==> src/rtl/video_timing_gen.sv <==
// video_timing_gen: parametrised raster timing (pixel/line counters, syncs, markers, frame count).
module video_timing_gen #(
  parameter int H_VIS  = 640,
  parameter int H_FP   = 16,
  parameter int H_SYNC = 96,
  parameter int H_BP   = 48,
  parameter int V_VIS  = 480,
  parameter int V_FP   = 10,
  parameter int V_SYNC = 2,
  parameter int V_BP   = 33,
  parameter int HS_POL = 0,
  parameter int VS_POL = 0,
  parameter int CW     = 10,
  parameter int FCW    = 8
) (
  input  logic           clk,
  input  logic           rst,
  input  logic           ce,
  output logic [CW-1:0]  pixel_out,
  output logic [CW-1:0]  line_out,
  output logic           visible,
  output logic           hsync,
  output logic           vsync,
  output logic           line_end,
  output logic           frame_end,
  output logic [FCW-1:0] frame_cnt
);
  localparam int H_TOTAL = H_VIS + H_FP + H_SYNC + H_BP;
  localparam int V_TOTAL = V_VIS + V_FP + V_SYNC + V_BP;
  localparam int MAX_TOTAL = (H_TOTAL > V_TOTAL) ? H_TOTAL : V_TOTAL;
  localparam logic [CW-1:0] H_LAST = CW'(H_TOTAL - 1);
  localparam logic [CW-1:0] V_LAST = CW'(V_TOTAL - 1);
  localparam logic [CW-1:0] H_VIS_C = CW'(H_VIS);
  localparam logic [CW-1:0] V_VIS_C = CW'(V_VIS);
  localparam logic [CW-1:0] HS_BEG = CW'(H_VIS + H_FP);
  localparam logic [CW-1:0] HS_END = CW'(H_VIS + H_FP + H_SYNC);
  localparam logic [CW-1:0] VS_BEG = CW'(V_VIS + V_FP);
  localparam logic [CW-1:0] VS_END = CW'(V_VIS + V_FP + V_SYNC);
  localparam logic HS_ACT = HS_POL != 0;
  localparam logic VS_ACT = VS_POL != 0;
  if (H_VIS == 0 || H_FP == 0 || H_SYNC == 0 || H_BP == 0 ||
      V_VIS == 0 || V_FP == 0 || V_SYNC == 0 || V_BP == 0 || CW == 0 || FCW == 0) begin : g_zero_param
    $error("video_timing_gen: parameters must be non-zero");
  end
  if (CW >= 31 || (1 << CW) < MAX_TOTAL) begin : g_narrow_cw
    $error("video_timing_gen: CW too narrow for raster totals");
  end
  logic [CW-1:0]  pixel_q, pixel_d, line_q, line_d;
  logic [FCW-1:0] frame_q, frame_d;
  logic           h_last, v_last;
  assign h_last = pixel_q == H_LAST;
  assign v_last = line_q == V_LAST;
  always_comb begin
    pixel_d = !ce ? pixel_q : h_last ? '0 : pixel_q + CW'(1);
    line_d  = !(ce && h_last) ? line_q : v_last ? '0 : line_q + CW'(1);
    frame_d = (ce && h_last && v_last) ? frame_q + FCW'(1) : frame_q;
  end
  always_ff @(posedge clk or negedge rst) begin
    if (!rst) begin
      pixel_q <= '0;
      line_q  <= '0;
      frame_q <= '0;
    end else begin
      pixel_q <= pixel_d;
      line_q  <= line_d;
      frame_q <= frame_d;
    end
  end
  // Flags decode the counter registers directly so they stay coherent with the shown position.
  assign pixel_out = pixel_q;
  assign line_out  = line_q;
  assign frame_cnt = frame_q;
  assign visible   = pixel_q < H_VIS_C && line_q < V_VIS_C;
  assign hsync     = (pixel_q >= HS_BEG && pixel_q < HS_END) ? HS_ACT : ~HS_ACT;
  assign vsync     = (line_q >= VS_BEG && line_q < VS_END) ? VS_ACT : ~VS_ACT;
  assign line_end  = h_last;
  assign frame_end = h_last && v_last;
endmodule

==> config.mk <==
export PLATFORM = sky130hd
export DESIGN_NAME = video_timing_gen
export DESIGN_NICKNAME = d
export VERILOG_FILES = /design/src/rtl/video_timing_gen.sv
export SDC_FILE = /design/constraint.sdc
export NUM_CORES = 1
export LEC_CHECK = 0
export BUFFER_PORTS_ARGS = -buffer_cell sky130_fd_sc_hd__buf_2
export CORE_AREA = 4 4 67 69
export DETAILED_ROUTE_END_ITERATION = 6
export DIE_AREA = 0 0 71 73
export PLACE_DENSITY_LB_ADDON = 0.2
export RECOVER_POWER = 25
export SYNTH_ARGS = -nofsm -noshare
export SYNTH_HDL_FRONTEND = slang
export SYNTH_SLANG_ARGS = --single-unit
==> constraint.sdc <==
create_clock -name clk -period 3.9 [get_ports clk]
set_input_delay 0.39 -clock clk [delete_from_list [all_inputs] [get_ports clk]]
set_output_delay 0.39 -clock clk [all_outputs]
set_load 0.1 [all_outputs]
==> results of run 1 <==
==> layout by cell type (no fill, tap or decap), types with 2 or more instances in the layout <==
cell	instances
buf_2	34
dfrtp_1	28
nand2_1	13
xor2_1	13
nor2_1	9
nand3_1	9
nor3_1	8
o21ai_0	7
inv_1	6
ha_1	6
nand4_1	5
nor4_1	5
xnor2_1	5
a21oi_1	4
and3_1	3
and2_1	3
clkbuf_8	3
and4_1	2
o21a_1	2
or3_1	2
==> state kept, by name, indices dropped and copies added (netlist names) <==
| register | cells |
|---|---|
| pixel_out | 10 |
| line_out | 10 |
| frame_cnt | 8 |
==> worst max-delay path by stage <==
stage                             startpoint        end  cells after the start
finish               line_out[0]$_DFFE_PN0P_  frame_end                      6
detailed placement   line_out[0]$_DFFE_PN0P_  frame_end                      6
global route         line_out[0]$_DFFE_PN0P_  frame_end                      6
floorplan           pixel_out[1]$_DFFE_PN0P_  frame_end                      4
global placement     line_out[0]$_DFFE_PN0P_  frame_end                      6
CTS                  line_out[0]$_DFFE_PN0P_  frame_end                      6
==> final cells by class <==
cell class,count,area (sq um),area share (%)
clock buffer,3,41.29,2.329
sequential,28,700.7,39.52
timing repair buffer,36,181.4,10.23
tap,50,62.56,3.529
inverter,6,22.52,1.270
multi-input combinational,111,764.5,43.12
==> per-layer routing <==
layer	up-vias	share of wire, %	track usage, %
li1	599	-	-
met1	577	47	16.67
met2	34	48	23.38
met3	4	4.0	2.755
met4	0	0.81	3.758
met5	-	0	0
==> cells by family (layout without fill, tap and decap cells) <==
family,count (synthesis),in the layout
AOI/OAI and AO/OA,16,16
muxes,2,2
and+or+nand+nor,69,69
buffers and inverters,10,45
adders and majority gates,6,6
DFF,28,28
xor gates and xnor gates,18,18
==> power breakdown <==
part / internal, mW / switching [mW]
combinational: 0.0548 / 0.270
clock: 0.0693 / 0.0855
sequential: 0.319 / 0.0454
==> per-stage QoR <==
stage	worst slack, ns	area, sq um	utilization (%)	hold WS, ns
floorplan	0.08372	1518	-	0.09441
global placement	1.745	1733	44.28	0.4430
detailed placement	1.736	1733	44.28	0.4534
CTS	1.416	1774	45.33	0.1569
global route	1.273	1773	45.30	0.4468
finish	1.411	1773	45.30	0.3953
==> worst max-delay path, stage by stage, from the launching register on <==
cell and delay [ns]:
dfrtp_1 0.42, inv_1 0.13, ha_1 0.15, nor4bb_1 0.27, and3_1 0.27, and2_1 0.16, buf_2 0.43
==> metrics.md, run 1 <==
| Metric | Value |
|---|---|
| FF-to-FF End | frame_cnt[1]$_DFFE_PN0P_ |
| Area of the die | approximately 5200 sq um |
| Worst hold path depth | 2 |
| Unrepaired setup endpoints after global routing | false |
| Wire length of the first global-routing pass | around 5.6 mm |
| Total congestion overflow after global routing | 0 |
| Mux contribution to synthesized area | 1.415% |
| Routed length per placed instance | ~14 um |
| Post-route total power | roughly 840 uW |
| CTS tree | yes |
| Non-filler cells in the finished layout | roughly 230 |
| Final wirelength | between 3 and 4 mm |
| Critical path class | flop to output pin |
| Vias per std cell | roughly 5.2 |
| Total number of vias | ~1.2k |
| Rows | 23 |
| Initial standard-cell utilization of the core | 38.40% |
| Xor and xnor fraction of the mapped netlist area | between 10% and 20% |
| Total half-perimeter wirelength after legalization and detailed placement | 2.481 mm |
| Dominant combinational cell family by area after synthesis | simple AND/OR/NAND/NOR gates |
| Count leader, synth | dfrtp_1 |
| Number of I/O pins | 36 |
| Simple logic cell fraction of the synthesized area | a little over a quarter |
| DRC violations left | 0 |
| Sequential fraction of the synthesis area | 46.63% |
| Worst r2r path cells | 4 |
| Net count, final | roughly 200 |
| Post-Synthesis Mean Instance Area | a little over 10 sq um |
| Worst Hold Class | primary input to flop |
| Clock H-tree levels | 1 |
| Area share of the largest cell type after synthesis | 46.63% |
| Nets in the synthesized netlist | between 150 and 200 |
| Static Leakage | between 0.9 and 1 nW |
| Syn. warnings | 0 |
| Summed instance area of the synthesized netlist | between 1500 and 2000 sq um |
| DRC violation total after the first TritonRoute iteration | between 40 and 50 |
| Worst slew pin tran | ~1.6 ns |
| Clock Tree Root | clkbuf_8 |
| CTS hold repair buffers | 0 |
| Total clock buffers created by CTS | 3 |
| Drt pass-1 iters | 4 |
| Terminating pin of the worst hold path | pixel_out[0]$_DFFE_PN0P_ |
| Final setup vio count | 0 |
| Maximum number of buffers from clock root to sink | 2 |
| Failing checks | max-capacitance violations, max-slew violations |
| Crit path required time | about 3.5 ns |
| Maximum clock rate | between 0.4 and 0.5 GHz |
| CTS clock-pin slew for the worst setup and hold paths | about 0.090 ns |
| Number of enable-type register cells in the synthesized netlist | 0 |
| Startpoint of the worst-slack reg-to-reg timing path | pixel_out[5]$_DFFE_PN0P_ |
| Inst Count DP | ~230 |
| Filler Cell Count | slightly above 400 |
| Largest cells by area after synthesis | dfrtp_1 (47%), xor2_1 (7.6%), ha_1 (5.0%) |
| Biggest area consumer among synthesized cells | dfrtp_1 |
| Routability Congestion | slightly below 0.8 |
| Worst min-delay path startpoint | ce |
| Number of buffers inserted by port buffering | 35 |
| Synth Area in Compound Gates | about 6.2% |
| Number of max-cap violations | 1 |
| Endpoint kind of the worst setup timing path | output pin |
| Ant. Diodes | 0 |
| Fraction of registers with async set or reset after synthesis | 100.0% |
| Number of routed nets with antenna violations | 0 |
| Clock Skew | roughly 0.0036 ns |
| Portion of the clock cycle consumed by the worst path in the final layout | 63.83% |
| Overall die height | ~73 um |
| Areal power density over the cells | roughly 480 nW/um^2 |
| Number of instances resized during post-cts repair | 0 |
| Result of the run | finished, violations left |
| Critical Path Start Type | flop |
| Layout cells sized above 1 | a little under a quarter |
| CP max FO | 5 |
| Area grow syn2layout | 17.99% |
| Total setup buffers inserted after CTS | 0 |
| Clk sink count | 28 |
| Final count of pins violating max slew | 29 |
| FF-to-FF setup slack | around 1.8 ns |
| Max-slew headroom at the worst pin | -4.337% |
| Worst voltage drop across the vdd grid | 599.3 uV |
| Top cell types by occurrence after synthesis | dfrtp_1 (28), nand2_1 (13), xor2_1 (13) |
| Synth Area in Adders | approximately 5.0% |
| Pin count of the biggest net entering global routing | 29 |
| Count of distinct cell types in the synthesized netlist | 34 |
| Die Wd | slightly above 70 um |
| Number of register bits inferred by synthesis | 28 |
| Post-Route Setup TNS | 0 ns |
| Count of endpoints failing hold in the final timing report | 0 |
| Initial antenna violation count | 0 |
| GR Util All Layers | a little over an eighth |
| Primary FF master, synth | dfrtp_1 |
| Area inside the core boundary | between 3000 and 4000 sq um |
| Post-layout min period | 2.489 ns |
| Synthesized instance count | approximately 150 |
| Data arrival, critical path | 2.10 ns |
| Vias in the first global route | between 1k and 1.5k |
| Clk Latency, worst-skew pair | between 0.2 and 0.3 ns |
Note: power is estimated with default switching activity, not from simulation.
==> run 2: changes to the inputs <==
==> constraint.sdc (replaced) <==
create_clock -name clk -period 2.19 [get_ports clk]
set_input_delay 0.219 -clock clk [delete_from_list [all_inputs] [get_ports clk]]
set_output_delay 0.219 -clock clk [all_outputs]
set_load 0.1 [all_outputs]
==> metrics.md, run 2 (synthesis results as in run 1) <==
| Metric | Value |
|---|---|
| CTS tree | yes |
| Net count, final | 199 |
| Worst setup path endpoint | line_end |
| Vias per std cell | slightly above 5 |
| Layout cells sized above 1 | 35.45% |
| Number of routed nets with antenna violations | 0 |
| Max-slew headroom at the worst pin | ~53% |
| Maximum number of buffers from clock root to sink | 2 |
| Total congestion overflow after global routing | 0 |
| Areal power density over the cells | between 800 and 900 nW/um^2 |
| Inst Count DP | between 200 and 250 |
| Non-filler cells in the finished layout | between 200 and 250 |
| Clk sink count | 28 |
| Post-layout min period | between 2 and 2.5 ns |
| Worst setup path start | pixel_out[7]$_DFFE_PN0P_ |
| Area grow syn2layout | 25.48% |
| Largest stage delay on the critical path | 0.52 ns |
| Clock Skew | a little under 0.002 ns |
| Count of endpoints failing hold in the final timing report | 0 |
| Worst slew pin tran | 0.7081 ns |
| Unrepaired setup endpoints after global routing | true |
| Ordered cell list for the critical path | nand4bb_4 -> nor4_4 -> buf_2 |
| Final count of pins violating max slew | 0 |
| Number of buffers inserted by port buffering | 35 |
| Vias in the first global route | roughly 1.3k |
| Register Area | 732.0 sq um |
| Overall die height | approximately 73 um |
| Die Wd | between 70 and 80 um |
| GR Util All Layers | approximately 14% |
| Endpoint kind of the worst setup timing path | output pin |
| Routed length per placed instance | between 10 and 15 um |
| Clk Latency, worst-skew pair | 0.27 ns |
| FF-to-FF End | frame_cnt[5]$_DFFE_PN0P_ |
| Clock H-tree levels | 1 |
| CP max FO | 6 |
| Worst Hold Class | primary input to flop |
| Number of max-cap violations | 0 |
| Worst r2r path cells | 4 |
| FF-to-FF setup slack | 0.13 ns |
| Drt pass-1 iters | 6 |
| DRC violation total after the first TritonRoute iteration | 64 |
| CTS clock-pin slew for the worst setup and hold paths | 0.09 ns |
| Initial standard-cell utilization of the core | 38.40% |
| Initial antenna violation count | 0 |
| Most frequent standard cell in the layout excluding fill and tap cells | buf_2 |
| Post-route setup slack | slightly below 0.1 ns |
| Area of the die | between 5000 and 6000 sq um |
| Critical path class | flop to output pin |
| DP Worst Slack | ~0.12 ns |
| Result of the run | complete, no violations |
| Post-Route Setup TNS | 0 ns |
| Critical-path cell with the highest stage delay | dfrtp_4 |
| Total clock buffers created by CTS | 3 |
| DRC violations left | 0 |
| Commonest cells after routing, fill and taps aside | buf_2 (33), dfrtp_1 (15), nand2_1 (13), xor2_1 (13) |
| Number of I/O pins | 36 |
| Routability Congestion | approximately 0.79 |
| Crit path required time | ~2 ns |
| Pin count of the biggest net entering global routing | 29 |
| Maximum clock rate | roughly 0.48 GHz |
| Area inside the core boundary | about 4000 sq um |
| Hold_ws | ~0.23 ns |
| Data arrival, critical path | 1.87 ns |
| Total half-perimeter wirelength after legalization and detailed placement | between 2 and 3 mm |
| Total number of vias | 1236 |
| Worst voltage drop across the vdd grid | ~800 uV |
| Ant. Diodes | 0 |
| Static Leakage | between 0.9 and 1 nW |
| Final wirelength | around 3.4 mm |
| Portion of the clock cycle consumed by the worst path in the final layout | 95.55% |
| Startpoint of the worst-slack reg-to-reg timing path | pixel_out[7]$_DFFE_PN0P_ |
| Filler Cell Count | roughly 400 |
| Multi-input logic area | a little under 800 sq um |
| Clock Tree Root | clkbuf_8 |
| Final setup vio count | 0 |
| Wire length of the first global-routing pass | around 6 mm |
| Rows | 23 |
| Critical Path Start Type | flop |
[run 2: cell count changes in the layout (fill, tap and decap cells not counted), moves of 3 or more]
cell     change
buf_4        +3
dfrtp_1     -13
dfrtp_2      +7
dfrtp_4      +6
[run 2: worst min-delay path by stage]
stage               startpoint                        to  slack [ns]  cells past startpoint
finish                      ce  pixel_out[0]$_DFFE_PN0P_        0.23                      2
detailed placement         rst  pixel_out[6]$_DFFE_PN0P_        0.28                      1
global route                ce  pixel_out[0]$_DFFE_PN0P_        0.23                      2
CTS                         ce  pixel_out[0]$_DFFE_PN0P_        0.21                      2
floorplan                  rst  frame_cnt[0]$_DFFE_PN0P_       -0.08                      0
global placement           rst  pixel_out[6]$_DFFE_PN0P_        0.28                      1
[run 2: worst max-delay path: cells and delay by family (launching register included)]
| family | cells | cell delay (ns) |
|---|---|---|
| flip-flops | 1 | 0.52 |
| AND/OR/NAND/NOR | 2 | 0.60 |
| buffers and inverters | 1 | 0.48 |
[run 2: stage by stage]
| step | total power [mW] | util (%) | cell area (sq um) |
|---|---|---|---|
| final | 1.548 | 48.18 | 1886 |
| after global routing | 1.619 | 48.18 | 1886 |
| after CTS | 1.573 | 48.34 | 1892 |
| after detailed placement | 1.283 | 46.90 | 1836 |
| after global placement | 1.275 | 46.90 | 1836 |
| after floorplan | 1.172 | - | 1584 |
[run 2: report_power, final]
| group | internal (mW) | total [mW] | switching, mW |
|---|---|---|---|
| Combinational | 0.108 | 0.593 | 0.485 |
| Sequential | 0.589 | 0.671 | 0.0818 |
| Clock | 0.130 | 0.284 | 0.154 |
[run 2: repair_timing]
| action | 4_1_cts | 5_1_grt |
|---|---|---|
| pin swaps | 0 | 0 |
| hold buffers | 1 | 0 |
| buffers inserted | 0 | 0 |
| resized for setup | 1 | 1 |
| hold endpoints to repair | 28 | 0 |
| setup endpoints to repair | 1 | 4 |
| cloned | 0 | 0 |
[run 2: final cells by class]
| cell class | instances | share of cell area [%] |
|---|---|---|
| multi-input cells | 111 | 42.07 |
| flip-flops and latches | 28 | 38.82 |
| repair buffers | 40 | 12.21 |
| well taps | 50 | 3.318 |
| clock buffers | 4 | 2.389 |
| inverters | 6 | 1.194 |
[run 2: per-layer routing]
metal	share of wire [%]	vias to the layer above	global-route usage, %
li1	-	609	-
met4	0.59	0	4.175
met1	49	600	19.60
met2	46	25	23.07
met5	0	-	0
met3	4.0	2	2.204
